--- src/rtl/gnt_bus_sequencer_pkg.sv ---
// Shared types and defaults for the grant-driven bus sequencer.
// Holds the FSM state encoding, owner encoding and default bus widths.
package gnt_bus_sequencer_pkg;

    typedef enum logic [1:0] {
        ST_IDLE = 2'd0,
        ST_REQ  = 2'd1,
        ST_DONE = 2'd2
    } seq_state_e;

    localparam logic OWNER_0 = 1'b0;
    localparam logic OWNER_1 = 1'b1;

    localparam int DEF_ADDR_W = 8;
    localparam int DEF_DATA_W = 32;

endpackage

--- src/rtl/gnt_bus_sequencer_timeout_ctr.sv ---
// Bus-wait counter: counts REQ cycles without ack and flags the last allowed cycle.
// The limit forces the FSM out of REQ, so the count saturates instead of wrapping.
module xfer_timeout_ctr #(
    parameter int TIMEOUT = 16
) (
    input  logic clk,
    input  logic reset,
    input  logic clr_i,
    input  logic en_i,
    output logic expired_o
);

    localparam int CNT_W = $clog2(TIMEOUT + 1);

    logic [CNT_W-1:0] cnt_q;
    logic [CNT_W-1:0] cnt_d;

    assign expired_o = (cnt_q == CNT_W'(TIMEOUT - 1));

    always_comb begin
        cnt_d = cnt_q;
        if (clr_i)
            cnt_d = '0;
        else if (en_i && !expired_o)
            cnt_d = cnt_q + CNT_W'(1);
    end

    always_ff @(posedge clk) begin
        if (!reset)
            cnt_q <= '0;
        else
            cnt_q <= cnt_d;
    end

endmodule

--- src/rtl/gnt_bus_sequencer.sv ---
// Latches the granted requester's command, runs one bus transaction with
// ack/timeout, and returns a done/err pulse plus captured read data.
module gnt_bus_sequencer
    import gnt_bus_sequencer_pkg::*;
#(
    parameter int ADDR_W  = DEF_ADDR_W,
    parameter int DATA_W  = DEF_DATA_W,
    parameter int TIMEOUT = 16
) (
    input  logic              clk,
    input  logic              reset,
    input  logic              gnt_0,
    input  logic              gnt_1,
    input  logic [ADDR_W-1:0] addr_0,
    input  logic [ADDR_W-1:0] addr_1,
    input  logic              wr_0,
    input  logic              wr_1,
    input  logic [DATA_W-1:0] wdata_0,
    input  logic [DATA_W-1:0] wdata_1,
    output logic [ADDR_W-1:0] bus_addr,
    output logic              bus_re,
    output logic              bus_we,
    output logic [DATA_W-1:0] bus_wdata,
    input  logic [DATA_W-1:0] bus_rdata,
    input  logic              bus_ack,
    output logic              done_0,
    output logic              done_1,
    output logic              err_0,
    output logic              err_1,
    output logic [DATA_W-1:0] rdata,
    output logic              rdata_parity,
    output logic              gnt_err,
    output logic              busy
);

    function automatic logic parity_of(input logic [DATA_W-1:0] d);
        return ^d;
    endfunction

    seq_state_e        state_q;
    logic              owner_q;
    logic [ADDR_W-1:0] addr_q;
    logic              wr_q;
    logic [DATA_W-1:0] wdata_q;
    logic              bus_re_q;
    logic              bus_we_q;
    logic              done0_q;
    logic              done1_q;
    logic              err0_q;
    logic              err1_q;
    logic [DATA_W-1:0] rdata_q;
    logic              par_q;
    logic              gnt_err_q;

    logic              sel_wr;
    logic [ADDR_W-1:0] sel_addr;
    logic [DATA_W-1:0] sel_wdata;
    logic              tmo_expired;

    // Grant 1 selects port 1; only meaningful when exactly one grant is high.
    always_comb begin
        sel_wr    = gnt_1 ? wr_1    : wr_0;
        sel_addr  = gnt_1 ? addr_1  : addr_0;
        sel_wdata = gnt_1 ? wdata_1 : wdata_0;
    end

    xfer_timeout_ctr #(
        .TIMEOUT (TIMEOUT)
    ) u_tmo (
        .clk       (clk),
        .reset     (reset),
        .clr_i     (state_q == ST_IDLE),
        .en_i      ((state_q == ST_REQ) && !bus_ack),
        .expired_o (tmo_expired)
    );

    always_ff @(posedge clk) begin
        if (!reset) begin
            state_q   <= ST_IDLE;
            owner_q   <= OWNER_0;
            addr_q    <= '0;
            wr_q      <= 1'b0;
            wdata_q   <= '0;
            bus_re_q  <= 1'b0;
            bus_we_q  <= 1'b0;
            done0_q   <= 1'b0;
            done1_q   <= 1'b0;
            err0_q    <= 1'b0;
            err1_q    <= 1'b0;
            rdata_q   <= '0;
            par_q     <= 1'b0;
            gnt_err_q <= 1'b0;
        end else begin
            done0_q   <= 1'b0;
            done1_q   <= 1'b0;
            err0_q    <= 1'b0;
            err1_q    <= 1'b0;
            gnt_err_q <= 1'b0;
            unique case (state_q)
                ST_IDLE: begin
                    if (gnt_0 && gnt_1) begin
                        gnt_err_q <= 1'b1;
                    end else if (gnt_0 || gnt_1) begin
                        owner_q  <= gnt_1 ? OWNER_1 : OWNER_0;
                        addr_q   <= sel_addr;
                        wr_q     <= sel_wr;
                        wdata_q  <= sel_wdata;
                        bus_re_q <= ~sel_wr;
                        bus_we_q <= sel_wr;
                        state_q  <= ST_REQ;
                    end
                end
                ST_REQ: begin
                    // Ack takes priority over an expiring counter in the same cycle.
                    if (bus_ack || tmo_expired) begin
                        bus_re_q <= 1'b0;
                        bus_we_q <= 1'b0;
                        done0_q  <= (owner_q == OWNER_0);
                        done1_q  <= (owner_q == OWNER_1);
                        err0_q   <= !bus_ack && (owner_q == OWNER_0);
                        err1_q   <= !bus_ack && (owner_q == OWNER_1);
                        if (bus_ack && !wr_q) begin
                            rdata_q <= bus_rdata;
                            par_q   <= parity_of(bus_rdata);
                        end
                        state_q <= ST_DONE;
                    end
                end
                ST_DONE: state_q <= ST_IDLE;
                default: state_q <= ST_IDLE;
            endcase
        end
    end

    assign bus_addr     = addr_q;
    assign bus_wdata    = wdata_q;
    assign bus_re       = bus_re_q;
    assign bus_we       = bus_we_q;
    assign done_0       = done0_q;
    assign done_1       = done1_q;
    assign err_0        = err0_q;
    assign err_1        = err1_q;
    assign rdata        = rdata_q;
    assign rdata_parity = par_q;
    assign gnt_err      = gnt_err_q;
    assign busy         = (state_q != ST_IDLE);

endmodule

--- config.mk ---
export PLATFORM = sky130hd
export DESIGN_NAME = gnt_bus_sequencer
export DESIGN_NICKNAME = d
export VERILOG_FILES = /design/src/rtl/gnt_bus_sequencer_pkg.sv /design/src/rtl/gnt_bus_sequencer_timeout_ctr.sv /design/src/rtl/gnt_bus_sequencer.sv
export SDC_FILE = /design/constraint.sdc
export NUM_CORES = 1
export LEC_CHECK = 0
export ABC_AREA = 1
export BUFFER_PORTS_ARGS = -buffer_cell sky130_fd_sc_hd__clkbuf_2
export CORE_MARGIN = 3
export CORE_UTILIZATION = 38
export DETAILED_ROUTE_END_ITERATION = 6
export PLACE_DENSITY_LB_ADDON = 0.12
export SLEW_MARGIN = 25
export SYNTH_ARGS = -nofsm -noshare
export SYNTH_HDL_FRONTEND = slang
export SYNTH_SLANG_ARGS = --single-unit
--- constraint.sdc ---
create_clock -name clk -period 2.5 [get_ports clk]
set_input_delay 0.375 -clock clk [delete_from_list [all_inputs] [get_ports clk]]
set_output_delay 0.375 -clock clk [all_outputs]
set_load 0.02 [all_outputs]
# Word level (Yosys, flattened, before mapping)
# Cells that the tools add are included.
[totals]
ff_bits = 89
inputBits = 119
output_inout_bits = 81
elab_cells = 63
[classes]
add_sub_neg = 1
eq_ne = 5
muxes = 16
n_bitwise = 4
n_reduce_logical = 22
[ops]
columns = ["operator", "n"]
rows = [
  ["32-bit two-way mux", 1],
  ["32-bit XOR reduction", 1],
  ["3-bit AND reduction", 4],
  ["1-bit two-way mux", 8],
  ["8-bit two-way mux", 1],
  ["1-bit logical AND", 6],
  ["2-bit two-way mux", 3],
  ["5-bit by 1-bit adder with 5-bit output, second input constant", 1],
  ["5-bit by 4-bit == test with 1-bit output, second input constant", 1],
  ["2-bit inequality test, second input constant", 2],
  ["1-bit NOT", 4],
  ["1-bit one-hot mux with 2 select lines", 2],
  ["2-bit one-hot mux with 2 select lines", 1],
  ["4-bit AND reduction", 1],
  ["2-bit nonzero test", 2],
  ["1-bit zero test", 3],
  ["2-bit by 1-bit == test with 1-bit output, second input constant", 1],
  ["2-bit zero test", 1],
  ["1-bit logical OR", 2],
  ["2-bit by 1-bit inequality test with 1-bit output, second input constant", 1],
  ["2-bit AND reduction", 1],
  ["2-bit OR reduction", 1],
]

# Longest topological paths before layout
[depth]
word_depth = 5
mapped_depth = 14
mapped_depth_nobuf = 14

# Modules after synthesis
# Synthesis repeated with hierarchy kept, for this count alone.
[hier_totals]
cells_unflattened = 642
area_unflattened_um2 = 4246.6
[by_module_without_submodules]
columns = ["mod", "instances", "cells_each", "area_per_inst_um2", "seq_area_each_um2"]
rows = [
  ["gnt_bus_sequencer", 1, 605, 3980.1, 1681.6],
  ["xfer_timeout_ctr", 1, 37, 266.5, 100.1],
]

# Worst setup path before layout
# No wires, ideal clock.
[synth_path]
kind = "input to register"
from = "input gnt_1"
to = "register wdata_q[22] (netlist: bus_wdata[22])"
setup_ps = 125
arrival_time_ps = 1634
required_ps = 2375
setup_slack_ps = 741
stages = 9
path_buffers = 3
path_cell_list = "buf_2 -> clkinv_1 -> clkbuf_1 -> ha_1 -> nand2_1 -> inv_2 -> buf_2 -> o21ai_0 -> a31oi_1"
[synth_via]
elab_chain_len = 3
elab_cells_between_ends = 5
classes_between = "1 x mux; 1 x bitwise; 3 x reduce/logical"
[synth_rtl]
columns = ["item", "line_no", "text"]
rows = [
  ["from (decl)", "gnt_bus_sequencer.sv:13", "input logic gnt_1,"],
  ["1-bit logical AND", "gnt_bus_sequencer.sv:101", "if (gnt_0 && gnt_1) begin"],
  ["1-bit NOT (no line)", "--", ""],
  ["3-bit AND reduction (no line)", "--", ""],
  ["to (signal assigned)", "gnt_bus_sequencer.sv:107", "wdata_q <= sel_wdata;"],
  ["to (decl)", "gnt_bus_sequencer.sv:44", "logic [DATA_W-1:0] wdata_q;"],
]
# Parallel ways exist; a longest one is shown, timed or not.
# A chain may end at the register's enable or synchronous reset.

# Worst setup path in the final report
[layout_path]
from = "register u_tmo.cnt_q[0]"
to = "register u_tmo.cnt_q[3]"
[layout_via]
elab_chain_len = 3
elab_cells_between_ends = 4
classes_between = "1 x add/sub; 1 x eq/ne; 2 x reduce/logical"
[layout_rtl]
columns = ["item", "line_no", "text"]
rows = [
  ["from (decl)", "gnt_bus_sequencer_timeout_ctr.sv:15", "logic [CNT_W-1:0] cnt_q;"],
  ["from (signal assigned)", "gnt_bus_sequencer_timeout_ctr.sv:32", "cnt_q <= cnt_d;"],
  ["branches (longest 3 deep; another with 5-bit by 1-bit adder with 5-bit output)", "--", ""],
]
# Parallel ways; which one is timed is not known.

==> impl_metrics.json <==
{
  "cp.arrival_ns": 2.04,
  "wl_per_cell_um": 12.5,
  "p_switching_mw": 1.14,
  "diodes": 0,
  "gp_congestion": 0.801,
  "max_freq_ghz": 0.562,
  "synth_top_area_cell": "dfxtp_1",
  "die_area_um2": 12500,
  "port_buffers": 199,
  "cp-end-kind": "register",
  "ys_ff_latch": 89,
  "maxCapViolations": 0,
  "cp_data_required_time_ns": 2.76,
  "final.setup.tns_ns": 0,
  "power_frac_seq_pct": 44.2,
  "cts_buffers": 9,
  "cts_tree": "yes",
  "synth_edf_count": 0,
  "grt_max_degree": 67,
  "syn-cell-area_um2": 4250,
  "crit_type": "reg -> reg",
  "finish.instance_area_um2": 5560,
  "finalCritPeriodShare_pct": 71.2,
  "ios": 200,
  "grt_util_all_layers_pct": 19.0,
  "placed_area_um2": 5320,
  "cp-start-kind": "register",
  "wl_um": 12000,
  "rows": 37,
  "ant_nets": 0,
  "avgSynthCellArea_um2": 6.70,
  "insertion_delay_ns": 0.36,
  "ys_warn_count": 0,
  "cts_setup_buffers": 0,
  "setup_violations": 0,
  "dr.first_iter.drc_count": 215,
  "core_um2": 10600,
  "finalHoldViolCount": 0,
  "vias": 4575,
  "cp_max_fo": 7,
  "p_clk_share_pct": 32.8,
  "worstMarginPinSlew_ns": 0.640,
  "dp_hpwl_um": 9170,
  "cts.repair.resized": 0,
  "final_common_cell": "nand2_1",
  "via_per_inst": 4.77,
  "hold_buffers": 0,
  "cts_htree_levels": 3,
  "maxSlewViolCount": 0,
  "detail_route.first_pass.iterations": 5,
  "async_flop_share_pct": 0,
  "clk_pin_slew_worst_paths_ns": 0.09,
  "overflow": 0,
  "drive_above_1_share_pct": 29.4,
  "die_w_um": 112,
  "seq_area_um2": 1780,
  "rrSetupSlack_ns": 0.72,
  "slew_headroom_pct": 57.4,
  "power.internal_mw": 2.51,
  "start_util_pct": 40.1,
  "nFillCells": 1061,
  "period_needed_ns": 1.78,
  "fin_nets": 942,
  "cts.sinks": 89,
  "area_growth_pct": 30.7,
  "p_leak_nw": 2.96,
  "synthesis.nets": 758,
  "powerDensity_nw_per_um2": 656,
  "ir_worst_vdd_uv": 298,
  "synth_cells": 635,
  "status": "finished, final reports clean",
  "multi_input_area_um2": 2100,
  "ctsRootBufferMaster": "clkbuf_8",
  "grt_pass1_wl_um": 19800,
  "drc": 0,
  "switching_share_pct": 31.2,
  "die_h_um": 112,
  "yosysTopAreaCellShare_pct": 41.9,
  "clk_path_buf_depth": 2,
  "hold_class": "in -> reg",
  "ys_seq_area_share_pct": 41.9,
  "synthTopCellsByArea": "dfxtp_1 (42%), nand2_1 (23%), o21ai_0 (8.0%)",
  "power_frac_comb_pct": 23.0,
  "fin_worst_skew_ns": 0.00824,
  "grt_pass1_vias": 4293,
  "ys.flop_type": "dfxtp_1",
  "antenna_found_initial": 0,
  "rsz0062_at_grt": "no",
  "layout_common_cells": "nand2_1 (260), clkbuf_2 (199), dfxtp_1 (89)",
  "synth_cell_type_count": 24
}
[cell usage after synthesis (3+ instances only)]
| cell type | n |
|---|---|
| a21oi_1 | 32 |
| a21oi_2 | 10 |
| a31oi_1 | 40 |
| buf_2 | 12 |
| clkbuf_1 | 15 |
| dfxtp_1 | 89 |
| ha_1 | 4 |
| inv_1 | 52 |
| inv_2 | 4 |
| nand2_1 | 260 |
| nand3_1 | 3 |
| nor2_1 | 15 |
| nor2_4 | 4 |
| nor3_1 | 5 |
| o21ai_0 | 68 |
| o21ai_1 | 11 |
[metrics by stage]
stage,hold WS (ns),std cells,worst slack [ns],total power [mW],util [%]
2_1_floorplan,0.414,635,0.741,2.18,-
3_3_place_gp,0.427,944,0.732,2.48,50.2
3_5_place_dp,0.435,944,0.654,2.49,50.2
4_1_cts,0.229,960,0.716,3.70,52.4
5_1_grt,0.238,960,0.533,3.86,52.4
6_report,0.246,960,0.720,3.65,52.4
[worst paths after layout]
kind | from | to | cells after the start
worst max-delay path | u_tmo.cnt_q[0] | u_tmo.cnt_q[3] | 12
worst max register to register | u_tmo.cnt_q[0] | u_tmo.cnt_q[3] | 12
worst min-delay path | addr_0[7] | bus_addr[7] | 3
worst min register to register | owner_q | done_0 | 1
[power groups by stage]
| stage | combinational, mW | sequential [mW] | clock [mW] |
|---|---|---|---|
| after global placement | 0.832 | 1.64 | 0 |
| after detailed placement | 0.848 | 1.64 | 0 |
| after floorplan | 0.392 | 1.78 | 0 |
| final | 0.840 | 1.61 | 1.20 |
| after CTS | 0.850 | 1.61 | 1.23 |
| after global routing | 0.946 | 1.63 | 1.29 |
[per-layer routing]
metal  GRT usage (%)  vias up  routed length (um)
li1                -     2417                   -
met1            23.5     2006                5250
met2            31.5      143                5580
met3            5.92        9                1020
met4            6.57        0                 160
met5               0        -                   0
[cell families after synthesis]
logic type | synth area share, %
simple gates | 26.9
xor+xnor | 0.206
buf+inv | 8.77
flops | 41.9
compound gates | 21.0
fa+ha+maj | 1.18
[layout make-up]
cell class | count | area share (%)
multi-input combinational | 457 | 37.7
sequential | 89 | 32.1
inverter | 57 | 3.85
clock buffer | 10 | 2.30
clock inverter | 6 | 2.05
timing repair buffer | 205 | 19.0
tap | 136 | 3.06
[sequential cells by signal, indices dropped and copies added (netlist names)]
signal and cells:
bus_addr 8, bus_re 1, rdata 32, err_0 1, bus_we 1, u_tmo.cnt_q 5
done_1 1, rdata_parity 1, wr_q 1, done_0 1, gnt_err 1, err_1 1
owner_q 1, state_q 2, bus_wdata 32
[worst max-delay path, cell delays in order, from the launching register on]
cell     delay (ns)
dfxtp_1        0.34
ha_1           0.23
inv_1          0.06
nor3_1         0.04
ha_1           0.19
nor2_1         0.12
inv_1          0.08
nor2_4         0.18
inv_2          0.09
nor2_4         0.09
nand3_1        0.09
o21ai_1        0.12
a21oi_1        0.05
Note: power is estimated with default switching activity, not from simulation.
